<file path="config.mk">
export PLATFORM = sky130hd
export DESIGN_NAME = stage3_flat
export DESIGN_NICKNAME = d
export VERILOG_FILES = /design/src/rtl/stage3_pkg.sv /design/src/rtl/stage3_if.sv /design/src/rtl/stage3_alu.sv /design/src/rtl/stage3.sv /design/src/flat_wrapper.sv
export SDC_FILE = /design/constraint.sdc
export NUM_CORES = 1
export LEC_CHECK = 0
export BUFFER_PORTS_ARGS = -buffer_cell sky130_fd_sc_hd__buf_2
export CAP_MARGIN = 20
export CORE_ASPECT_RATIO = 0.5
export CORE_MARGIN = 10
export CORE_UTILIZATION = 51
export DETAILED_ROUTE_END_ITERATION = 10
export GPL_TIMING_DRIVEN = 0
export PLACE_DENSITY = 0.79
export SLEW_MARGIN = 20
export SYNTH_ARGS = -nofsm -noshare
export SYNTH_HDL_FRONTEND = slang
export SYNTH_SLANG_ARGS = --single-unit
</file>
<file path="constraint.sdc">
create_clock -name clk -period 8.48 [get_ports clk]
set_input_delay 1.272 -clock clk [delete_from_list [all_inputs] [get_ports clk]]
set_output_delay 1.272 -clock clk [all_outputs]
set_load 0.1 [all_outputs]
</file>
<file path="src/rtl/stage3_pkg.sv">
// Shared definitions for the execute stage:
// ALU opcodes, default widths and the MEM/WB control bundle.
package stage3_pkg;

    localparam int DEF_W      = 32;
    localparam int DEF_RW     = 6;
    localparam int DEF_SQUASH = 2;

    typedef enum logic [2:0] {
        ALUOP_PASSA = 3'b000,
        ALUOP_ADD   = 3'b001,
        ALUOP_SUB   = 3'b010,
        ALUOP_NEG   = 3'b011,
        ALUOP_PASSB = 3'b100
    } aluop_e;

    typedef struct packed {
        logic regw;
        logic wai;
        logic memw;
        logic memr;
    } ctrl_t;

endpackage

</file>
<file path="src/rtl/stage3_if.sv">
// ID/EX inputs and EX/MEM outputs of the execute stage.
// The slave side is the stage; the master side is decode/memory.
interface stage3_if #(
    parameter int W  = stage3_pkg::DEF_W,
    parameter int RW = stage3_pkg::DEF_RW
);
    logic          in_valid;
    logic [W-1:0]  in_imm;
    logic [RW-1:0] in_rd;
    logic [W-1:0]  in_rd1;
    logic [W-1:0]  in_rd2;
    logic [W-1:0]  in_PC;
    logic          in_brz;
    logic          in_brn;
    logic          in_j;
    logic          in_regw;
    logic          in_wai;
    logic          in_memw;
    logic          in_memr;
    logic          in_alusrc;
    logic [2:0]    in_aluop;

    logic          out_valid;
    logic [W-1:0]  out_alu;
    logic [W-1:0]  out_addr;
    logic [W-1:0]  out_wdata;
    logic [RW-1:0] out_rd;
    logic [W-1:0]  out_PC;
    logic          out_regw;
    logic          out_wai;
    logic          out_memw;
    logic          out_memr;
    logic          out_br_taken;
    logic [W-1:0]  out_br_target;
    logic          out_z;
    logic          out_n;

    modport master (
        output in_valid, in_imm, in_rd, in_rd1, in_rd2, in_PC,
        output in_brz, in_brn, in_j,
        output in_regw, in_wai, in_memw, in_memr,
        output in_alusrc, in_aluop,
        input  out_valid, out_alu, out_addr, out_wdata,
        input  out_rd, out_PC,
        input  out_regw, out_wai, out_memw, out_memr,
        input  out_br_taken, out_br_target, out_z, out_n
    );

    modport slave (
        input  in_valid, in_imm, in_rd, in_rd1, in_rd2, in_PC,
        input  in_brz, in_brn, in_j,
        input  in_regw, in_wai, in_memw, in_memr,
        input  in_alusrc, in_aluop,
        output out_valid, out_alu, out_addr, out_wdata,
        output out_rd, out_PC,
        output out_regw, out_wai, out_memw, out_memr,
        output out_br_taken, out_br_target, out_z, out_n
    );
endinterface

</file>
<file path="src/rtl/stage3_alu.sv">
// Combinational ALU of the execute stage.
// Unused opcodes produce zero; carries are dropped.
module stage3_alu
    import stage3_pkg::*;
#(
    parameter int W = DEF_W
) (
    input  logic [W-1:0] i_a,
    input  logic [W-1:0] i_b,
    input  logic [2:0]   i_aluop,
    output logic [W-1:0] o_result
);

    // Select the operation result
    always_comb begin
        o_result = '0;
        case (i_aluop)
            ALUOP_PASSA: o_result = i_a;
            ALUOP_ADD:   o_result = i_a + i_b;
            ALUOP_SUB:   o_result = i_a - i_b;
            ALUOP_NEG:   o_result = '0 - i_a;
            ALUOP_PASSB: o_result = i_b;
            default:     o_result = '0;
        endcase
    end

endmodule

</file>
<file path="src/rtl/stage3.sv">
// Execute stage: ALU, Z/N flags, branch resolve with
// squash of younger slots, and the EX/MEM register.
module stage3
    import stage3_pkg::*;
#(
    parameter int W      = DEF_W,
    parameter int RW     = DEF_RW,
    parameter int SQUASH = DEF_SQUASH
) (
    input logic     clk,
    input logic     rst,
    stage3_if.slave bus
);

    localparam int SQW = (SQUASH < 1) ? 1 : $clog2(SQUASH + 1);

    logic          w_ev;
    logic          w_taken;
    logic          w_flag_upd;
    logic [W-1:0]  w_b;
    logic [W-1:0]  w_alu;
    ctrl_t         w_ctrl;

    logic          r_valid;
    logic [W-1:0]  r_alu;
    logic [W-1:0]  r_addr;
    logic [W-1:0]  r_wdata;
    logic [RW-1:0] r_rd;
    logic [W-1:0]  r_pc;
    ctrl_t         r_ctrl;
    logic          r_br;
    logic [W-1:0]  r_tgt;
    logic          r_z;
    logic          r_n;
    logic [SQW-1:0] r_sq;

    stage3_alu #(.W(W)) u_alu (
        .i_a      (bus.in_rd1),
        .i_b      (w_b),
        .i_aluop  (bus.in_aluop),
        .o_result (w_alu)
    );

    // Slot qualification, operand mux and branch decision
    always_comb begin
        w_ev       = bus.in_valid & (r_sq == '0);
        w_b        = bus.in_alusrc ? bus.in_imm : bus.in_rd2;
        w_taken    = w_ev & (bus.in_j
                   | (bus.in_brz & r_z)
                   | (bus.in_brn & r_n));
        w_flag_upd = w_ev & bus.in_regw & ~bus.in_memr;
        w_ctrl     = '0;
        if (w_ev) begin
            w_ctrl.regw = bus.in_regw;
            w_ctrl.wai  = bus.in_wai;
            w_ctrl.memw = bus.in_memw;
            w_ctrl.memr = bus.in_memr;
        end
    end

    // Condition flags follow register-writing ALU results
    always_ff @(posedge clk or posedge rst) begin
        if (rst) begin
            r_z <= 1'b0;
            r_n <= 1'b0;
        end else if (w_flag_upd) begin
            r_z <= (w_alu == '0);
            r_n <= w_alu[W-1];
        end
    end

    // Squash counter: loaded on taken branch, counts dropped slots
    always_ff @(posedge clk or posedge rst) begin
        if (rst) begin
            r_sq <= '0;
        end else if (w_taken) begin
            r_sq <= SQW'(SQUASH);
        end else if (bus.in_valid && r_sq != '0) begin
            r_sq <= r_sq - 1'b1;
        end
    end

    // Fetch redirect pulse and target
    always_ff @(posedge clk or posedge rst) begin
        if (rst) begin
            r_br  <= 1'b0;
            r_tgt <= '0;
        end else begin
            r_br <= w_taken;
            if (w_taken) begin
                r_tgt <= bus.in_rd1;
            end
        end
    end

    // EX/MEM register; data only advances for real slots
    always_ff @(posedge clk or posedge rst) begin
        if (rst) begin
            r_valid <= 1'b0;
            r_ctrl  <= '0;
            r_alu   <= '0;
            r_addr  <= '0;
            r_wdata <= '0;
            r_rd    <= '0;
            r_pc    <= '0;
        end else begin
            r_valid <= w_ev;
            r_ctrl  <= w_ctrl;
            if (w_ev) begin
                r_alu   <= w_alu;
                r_addr  <= bus.in_rd1;
                r_wdata <= bus.in_rd2;
                r_rd    <= bus.in_rd;
                r_pc    <= bus.in_PC;
            end
        end
    end

    assign bus.out_valid     = r_valid;
    assign bus.out_alu       = r_alu;
    assign bus.out_addr      = r_addr;
    assign bus.out_wdata     = r_wdata;
    assign bus.out_rd        = r_rd;
    assign bus.out_PC        = r_pc;
    assign bus.out_regw      = r_ctrl.regw;
    assign bus.out_wai       = r_ctrl.wai;
    assign bus.out_memw      = r_ctrl.memw;
    assign bus.out_memr      = r_ctrl.memr;
    assign bus.out_br_taken  = r_br;
    assign bus.out_br_target = r_tgt;
    assign bus.out_z         = r_z;
    assign bus.out_n         = r_n;

endmodule

</file>
<file path="src/flat_wrapper.sv">
// flat-port wrapper written by rule: the top's interface ports become plain ports
module stage3_flat import stage3_pkg::*;
#(
    parameter int W      = DEF_W,
    parameter int RW     = DEF_RW,
    parameter int SQUASH = DEF_SQUASH
)
  (clk, rst, bus_in_valid, bus_in_imm, bus_in_rd, bus_in_rd1, bus_in_rd2, bus_in_PC, bus_in_brz, bus_in_brn, bus_in_j, bus_in_regw, bus_in_wai, bus_in_memw, bus_in_memr, bus_in_alusrc, bus_in_aluop, bus_out_valid, bus_out_alu, bus_out_addr, bus_out_wdata, bus_out_rd, bus_out_PC, bus_out_regw, bus_out_wai, bus_out_memw, bus_out_memr, bus_out_br_taken, bus_out_br_target, bus_out_z, bus_out_n);
  stage3_if #(.W(W), .RW(RW)) bus_i ();
  input logic clk;
  input logic rst;
  input wire logic [$bits(bus_i.in_valid)-1:0] bus_in_valid;
  input wire logic [$bits(bus_i.in_imm)-1:0] bus_in_imm;
  input wire logic [$bits(bus_i.in_rd)-1:0] bus_in_rd;
  input wire logic [$bits(bus_i.in_rd1)-1:0] bus_in_rd1;
  input wire logic [$bits(bus_i.in_rd2)-1:0] bus_in_rd2;
  input wire logic [$bits(bus_i.in_PC)-1:0] bus_in_PC;
  input wire logic [$bits(bus_i.in_brz)-1:0] bus_in_brz;
  input wire logic [$bits(bus_i.in_brn)-1:0] bus_in_brn;
  input wire logic [$bits(bus_i.in_j)-1:0] bus_in_j;
  input wire logic [$bits(bus_i.in_regw)-1:0] bus_in_regw;
  input wire logic [$bits(bus_i.in_wai)-1:0] bus_in_wai;
  input wire logic [$bits(bus_i.in_memw)-1:0] bus_in_memw;
  input wire logic [$bits(bus_i.in_memr)-1:0] bus_in_memr;
  input wire logic [$bits(bus_i.in_alusrc)-1:0] bus_in_alusrc;
  input wire logic [$bits(bus_i.in_aluop)-1:0] bus_in_aluop;
  output wire logic [$bits(bus_i.out_valid)-1:0] bus_out_valid;
  output wire logic [$bits(bus_i.out_alu)-1:0] bus_out_alu;
  output wire logic [$bits(bus_i.out_addr)-1:0] bus_out_addr;
  output wire logic [$bits(bus_i.out_wdata)-1:0] bus_out_wdata;
  output wire logic [$bits(bus_i.out_rd)-1:0] bus_out_rd;
  output wire logic [$bits(bus_i.out_PC)-1:0] bus_out_PC;
  output wire logic [$bits(bus_i.out_regw)-1:0] bus_out_regw;
  output wire logic [$bits(bus_i.out_wai)-1:0] bus_out_wai;
  output wire logic [$bits(bus_i.out_memw)-1:0] bus_out_memw;
  output wire logic [$bits(bus_i.out_memr)-1:0] bus_out_memr;
  output wire logic [$bits(bus_i.out_br_taken)-1:0] bus_out_br_taken;
  output wire logic [$bits(bus_i.out_br_target)-1:0] bus_out_br_target;
  output wire logic [$bits(bus_i.out_z)-1:0] bus_out_z;
  output wire logic [$bits(bus_i.out_n)-1:0] bus_out_n;
  assign bus_i.in_valid = bus_in_valid;
  assign bus_i.in_imm = bus_in_imm;
  assign bus_i.in_rd = bus_in_rd;
  assign bus_i.in_rd1 = bus_in_rd1;
  assign bus_i.in_rd2 = bus_in_rd2;
  assign bus_i.in_PC = bus_in_PC;
  assign bus_i.in_brz = bus_in_brz;
  assign bus_i.in_brn = bus_in_brn;
  assign bus_i.in_j = bus_in_j;
  assign bus_i.in_regw = bus_in_regw;
  assign bus_i.in_wai = bus_in_wai;
  assign bus_i.in_memw = bus_in_memw;
  assign bus_i.in_memr = bus_in_memr;
  assign bus_i.in_alusrc = bus_in_alusrc;
  assign bus_i.in_aluop = bus_in_aluop;
  assign bus_out_valid = bus_i.out_valid;
  assign bus_out_alu = bus_i.out_alu;
  assign bus_out_addr = bus_i.out_addr;
  assign bus_out_wdata = bus_i.out_wdata;
  assign bus_out_rd = bus_i.out_rd;
  assign bus_out_PC = bus_i.out_PC;
  assign bus_out_regw = bus_i.out_regw;
  assign bus_out_wai = bus_i.out_wai;
  assign bus_out_memw = bus_i.out_memw;
  assign bus_out_memr = bus_i.out_memr;
  assign bus_out_br_taken = bus_i.out_br_taken;
  assign bus_out_br_target = bus_i.out_br_target;
  assign bus_out_z = bus_i.out_z;
  assign bus_out_n = bus_i.out_n;
  stage3 #(.W(W), .RW(RW), .SQUASH(SQUASH)) u_core (.clk(clk), .rst(rst), .bus(bus_i));
endmodule
</file>
Word-level counts from Yosys, hierarchy flattened
Cells that the tools add are included.

storage, ports and cells
  bits in registers = 176
  input bits = 148
  word-level logic and storage cells = 43

operators by class
  add/subtract/negate cells = 4
  equal/unequal tests = 4
  muxes and demuxes = 5
  bitwise logic cells = 9
  reduce and logical (&&, ||, !) cells = 6

operator list
  kind                     count
  $pmux W32 S5             1
  $add A32 B32 Y32         1
  $logic_not A32 Y1        1
  $mux W32                 1
  $sub A1 B32 Y32 const A  1
  $sub A32 B32 Y32         1
  $and A1 B1 Y1            6
  $eq A3 B2 Y1 const B     2
  $mux W2                  2
  $mux W4                  1
  $reduce_bool A2 Y1       2
  $eq A3 B1 Y1 const B     1
  $eq A3 B3 Y1 const B     1
  $logic_not A3 Y1         1
  $logic_not A2 Y1         1
  $or A1 B1 Y1             2
  $sub A2 B1 Y2 const B    1
  $logic_and A1 B1 Y1      1
  $not A1 Y1               1

Depth between registers and ports, before layout
  word-level depth = 5
  mapped depth = 23

Hierarchy
A second synthesis with hierarchy kept.

second synthesis, totals
  cells, all modules = 1,002
  area total of the unflattened synthesis = 10,777.8 um2

by module, submodules not included
  module      times used  cells an instance  area each (um2)  sequential area each (um2)
  stage3      1           428                7,128.1          4,404.2
  stage3_alu  1           574                3,649.8          0.0

Least setup slack after synthesis
No wires, ideal clock.

  kind = input port to flip-flop
  start = input bus_in_alusrc
  end = register u_core.r_z (netlist: u_core.bus.out_z)
  library setup time = 104 ps
  data arrival time = 5,639 ps
  path slack = 2,737 ps
  stages = 22
  path buffers = 4
  cell sequence = buf_6 -> buf_2 -> buf_1 -> mux2i_1 -> ha_1 -> o21ai_0 -> or3_1 -> nor2_1 -> nor2_1 -> xor2_1 -> ha_1 -> clkbuf_1 -> nand2_1 -> o21ai_0 -> a21oi_1 -> o21a_1 -> and2_1 -> a21oi_1 -> nand4_1 -> nor4_1 -> nand4_1 -> o41ai_2

on the way
  cells in the longest elaborated chain, start to end = 4
  elaborated cells on any way between the ends = 5

ends and longest elaborated chain
  what                                                  line                                RTL
  start: declaration                                    flat_wrapper.sv:25                  input wire logic [$bits(bus_i.in_alusrc)-1:0] bus_in_alusrc;
  $mux W32 *                                            stage3.sv:47                        w_b = bus.in_alusrc ? bus.in_imm : bus.in_rd2;
  $sub A32 B32 Y32 or $add A32 B32 Y32 (tied branches)  stage3_alu.sv:20, stage3_alu.sv:19
  $pmux W32 S5 *                                        stage3_alu.sv:17                    case (i_aluop)
  $logic_not A32 Y1 *                                   stage3.sv:67                        r_z <= (w_alu == '0);
  end signal: assignment                                stage3.sv:67
  end: declaration                                      stage3.sv:33                        logic r_z;

Every way passes the cells marked *; elsewhere a longest branch is shown, timed or not.
A chain may end at the register's enable or synchronous reset.

Worst setup path after layout
Same ends and word-level chain as after synthesis.

==> run_summary.xml <==
<?xml version="1.0" encoding="UTF-8"?>
<metrics>
  <group name="global_routing">
    <metric name="grt_max_degree" unit="">112</metric>
    <metric name="gr-usage-all-layers" unit="%">32.0</metric>
    <metric name="antenna_violations_before_repair" unit="">2</metric>
    <metric name="gr-total-overflow" unit="">0</metric>
    <metric name="grt_pass1_vias" unit="">11600</metric>
    <metric name="wire_length_of_the_first_global_routing_pass" unit="um">71000</metric>
  </group>
  <group name="synth">
    <metric name="ys_seq_area_share" unit="%">39.2</metric>
    <metric name="syn_nets" unit="">1532</metric>
    <metric name="mappedNetlistArea" unit="um2">11200</metric>
    <metric name="synth_async_sr_flop_share" unit="%">100</metric>
    <metric name="synth_enable_flop_cells" unit="">0</metric>
    <metric name="synth_register_bits" unit="">176</metric>
    <metric name="post_synth.cell_area_avg" unit="um2">8.32</metric>
    <metric name="synth.lib_cells_used.distinct" unit="">77</metric>
    <metric name="synth_cells" unit="">1349</metric>
    <metric name="yosysWarningCount" unit="">0</metric>
    <metric name="synth-main-ff-cell" unit="">sky130_fd_sc_hd__dfrtp_1</metric>
  </group>
  <group name="layout">
    <metric name="nNetsFinal" unit="">1873</metric>
    <metric name="layout_common_cells" unit="">388 x sky130_fd_sc_hd__nand2_1, 327 x sky130_fd_sc_hd__buf_2, 176 x sky130_fd_sc_hd__dfrtp_1</metric>
    <metric name="drive_gt1_share" unit="%">25.2</metric>
    <metric name="area_growth_syn_to_layout" unit="%">23.4</metric>
    <metric name="layout.cells.most_common" unit="">sky130_fd_sc_hd__nand2_1</metric>
    <metric name="layoutNonFillerInstCount" unit="">2005</metric>
    <metric name="fillCellCount" unit="">1912</metric>
    <metric name="final-seq-area" unit="um2">4400</metric>
    <metric name="finish.utilization" unit="%">64.0</metric>
    <metric name="multiInputGateArea" unit="um2">6430</metric>
  </group>
  <group name="detailed_routing">
    <metric name="remaining_drc_errors" unit="">0</metric>
    <metric name="routed_via_density" unit="">5.94</metric>
    <metric name="vias" unit="">11900</metric>
    <metric name="detail_route.first_pass.iterations" unit="">7</metric>
    <metric name="detail_route.wirelength" unit="um">47200</metric>
    <metric name="post_drt_wl_per_cell" unit="um">23.6</metric>
    <metric name="final_antenna_net_count" unit="">0</metric>
    <metric name="drt_iter0_markers" unit="">1610</metric>
  </group>
  <group name="worst_setup_path">
    <metric name="start_kind" unit="">primary input</metric>
    <metric name="rr_endpoint" unit="">u_core.bus.out_z$_DFFE_PP0P_</metric>
    <metric name="timing.critical_path.arrival" unit="ns">7.79</metric>
    <metric name="criticalPathCategory" unit="">in -&gt; reg</metric>
    <metric name="reg2regPathDepth" unit="">11</metric>
    <metric name="regToRegStartpoint" unit="">u_core.r_sq[0]$_DFFE_PP0P_</metric>
    <metric name="critical_path.endpoint_type" unit="">register</metric>
    <metric name="setup.reg_to_reg.worst_slack" unit="ns">5.70</metric>
    <metric name="critical_path_required" unit="ns">8.84</metric>
    <metric name="worst-path-max-fanout" unit="">10</metric>
  </group>
  <group name="min_path">
    <metric name="hold_end" unit="">u_core.bus.out_addr[18]$_DFFE_PP0P_</metric>
    <metric name="timing.hold.worst_path_depth" unit="">2</metric>
    <metric name="worstHoldPathType" unit="">reg -&gt; reg</metric>
    <metric name="hp-start" unit="">u_core.bus.out_addr[18]$_DFFE_PP0P_</metric>
  </group>
  <group name="placed_design">
    <metric name="dp.final_hpwl" unit="um">38700</metric>
    <metric name="dp_cells" unit="">1971</metric>
    <metric name="dp_slack" unit="ns">0.862</metric>
    <metric name="port_buffers" unit="">321</metric>
    <metric name="place.gp.congestion" unit="">1.01</metric>
  </group>
  <group name="timing">
    <metric name="finalMaxSlewViolations" unit="">0</metric>
    <metric name="final-setup-viol-count" unit="">0</metric>
    <metric name="finalClockSkew" unit="ns">0.00936</metric>
    <metric name="min_period" unit="ns">7.43</metric>
    <metric name="finalSetupTns" unit="ns">0</metric>
    <metric name="maximum_achievable_frequency" unit="GHz">0.135</metric>
    <metric name="tightestPinTransition" unit="ns">1.03</metric>
    <metric name="final-hold-violation-count" unit="">0</metric>
    <metric name="grt_setup_unrepaired" unit="">no</metric>
    <metric name="final_critical_path_setup_slack" unit="ns">1.05</metric>
    <metric name="period_share" unit="%">87.6</metric>
    <metric name="slew_headroom" unit="%">31.1</metric>
  </group>
  <group name="run_status">
    <metric name="run_status" unit="">complete, no violations</metric>
  </group>
  <group name="clock_network">
    <metric name="cts.clk_slew.worst_paths" unit="ns">0.07</metric>
    <metric name="cts-htree-levels" unit="">4</metric>
    <metric name="sinks_on_clock_net" unit="">176</metric>
    <metric name="worst_skew_pair_latency" unit="ns">0.46</metric>
    <metric name="cts_buffers" unit="">17</metric>
    <metric name="clock_tree_from_tritoncts" unit="">built</metric>
    <metric name="cts_setup_buffers" unit="">0</metric>
    <metric name="root_buffer" unit="">sky130_fd_sc_hd__clkbuf_16</metric>
    <metric name="post_cts_hold_fix_bufs" unit="">0</metric>
    <metric name="clock_tree.buffer_depth" unit="">2</metric>
    <metric name="cts.repair.resized" unit="">0</metric>
  </group>
  <group name="job">
    <metric name="max-cap-violations" unit="">0</metric>
  </group>
  <group name="floorplan">
    <metric name="floorplan.initialDensity" unit="%">51.9</metric>
    <metric name="die_area" unit="um2">28700</metric>
    <metric name="core.rowCount" unit="">38</metric>
    <metric name="die_h" unit="um">125</metric>
    <metric name="floorplan.die.width" unit="um">230</metric>
    <metric name="fp.coreArea" unit="um2">21600</metric>
    <metric name="pin_count" unit="">322</metric>
  </group>
</metrics>
-- worst max-delay path by stage --
| stage | startpoint | to | slack (ns) | cells after the start |
|---|---|---|---|---|
| final | bus_in_alusrc | u_core.bus.out_z$_DFFE_PP0P_ | 1.05 | 23 |
| after global routing | bus_in_alusrc | u_core.bus.out_z$_DFFE_PP0P_ | 0.80 | 23 |
| after CTS | bus_in_alusrc | u_core.bus.out_z$_DFFE_PP0P_ | 1.33 | 23 |
| after detailed placement | bus_in_alusrc | u_core.bus.out_z$_DFFE_PP0P_ | 0.86 | 23 |
| after global placement | bus_in_alusrc | u_core.bus.out_z$_DFFE_PP0P_ | 0.87 | 23 |
| after floorplan | rst | u_core.bus.out_PC[0]$_DFFE_PP0P_ | 2.43 | 1 |
-- worst max-delay path, cell delays in order --
cell                       delay (ns)
sky130_fd_sc_hd__buf_2           0.10
sky130_fd_sc_hd__buf_6           0.14
sky130_fd_sc_hd__buf_2           0.29
sky130_fd_sc_hd__buf_1           0.60
sky130_fd_sc_hd__mux2i_1         0.43
sky130_fd_sc_hd__ha_1            0.25
sky130_fd_sc_hd__o21ai_0         0.17
sky130_fd_sc_hd__or3_1           0.47
sky130_fd_sc_hd__nor2_1          0.27
sky130_fd_sc_hd__nor2_1          0.10
sky130_fd_sc_hd__xor2_1          0.21
sky130_fd_sc_hd__ha_1            0.31
sky130_fd_sc_hd__clkbuf_1        0.35
sky130_fd_sc_hd__nand2_1         0.12
sky130_fd_sc_hd__o21ai_0         0.63
sky130_fd_sc_hd__a21oi_1         0.14
sky130_fd_sc_hd__o21a_1          0.18
sky130_fd_sc_hd__and2_1          0.18
sky130_fd_sc_hd__a211oi_1        0.76
sky130_fd_sc_hd__nand4_1         0.20
sky130_fd_sc_hd__nor4_1          0.22
sky130_fd_sc_hd__nand4_1         0.15
sky130_fd_sc_hd__o41ai_2         0.24
-- synth_stat cells, types with 13 or more instances --
library cell / n / area share (%)
sky130_fd_sc_hd__xnor2_1: 27 / 2.1
sky130_fd_sc_hd__nor3_1: 24 / 1.1
sky130_fd_sc_hd__clkbuf_1: 63 / 2.1
sky130_fd_sc_hd__a211oi_1: 24 / 1.6
sky130_fd_sc_hd__dfrtp_1: 176 / 39
sky130_fd_sc_hd__o21ai_0: 62 / 2.8
sky130_fd_sc_hd__a21oi_1: 63 / 2.8
sky130_fd_sc_hd__nor2_1: 92 / 3.1
sky130_fd_sc_hd__mux2_2: 37 / 3.7
sky130_fd_sc_hd__inv_1: 20 / 0.67
sky130_fd_sc_hd__nand3_1: 20 / 0.89
sky130_fd_sc_hd__and3_1: 13 / 0.72
sky130_fd_sc_hd__nand4_1: 21 / 1.2
sky130_fd_sc_hd__ha_1: 34 / 3.8
sky130_fd_sc_hd__nand2_1: 388 / 13
sky130_fd_sc_hd__xor2_1: 36 / 2.8
sky130_fd_sc_hd__mux2i_1: 39 / 3.5
sky130_fd_sc_hd__a31oi_1: 19 / 1.1
-- registers in the layout (all words and copies together) (netlist names), 2 cells and up --
signal / flops
u_core.bus.out_br_target: 32
u_core.bus.out_alu: 32
u_core.bus.out_wdata: 32
u_core.bus.out_addr: 32
u_core.bus.out_PC: 32
u_core.bus.out_rd: 6
u_core.r_sq: 2
-- through the flow --
step	cell area [um2]	hold WS, ns
after floorplan	11200	0.451
after global placement	13200	0.453
after detailed placement	13200	0.458
after CTS	13800	0.473
after global routing	13800	0.495
final	13900	0.470
-- final cells by class --
class	count	area share (%)
tap	300	2.71
sequential	176	31.8
timing repair buffer	322	11.8
antenna	2	0.0361
multi-input combinational	1074	46.4
clock inverter	14	1.21
inverter	21	0.623
clock buffer	18	3.17
buffer	78	2.22
-- routing by layer --
metal	track usage (%)	routed length, um	share of wire [%]	up-vias
met5	0	0	0	-
met4	8.50	851	1.8	0
met3	10.7	5130	11	72
met2	47.8	20600	44	623
met1	43.3	20600	44	5798
li1	-	-	-	5412
-- cells by family after synthesis --
| kind of cell | count (synthesis) | synth area share [%] |
|---|---|---|
| buffers and inverters | 99 | 3.45 |
| DFF | 176 | 39.2 |
| muxes | 76 | 7.19 |
| AOI/OAI and AO/OA | 270 | 15.9 |
| xor gates and xnor gates | 64 | 5.06 |
| and+or+nand+nor | 629 | 25.2 |
| adders and majority gates | 35 | 3.97 |
Power is left out: the tool's default activity adds up to more than one toggle a clock period on the data nets, which glitch-free logic cannot reach.
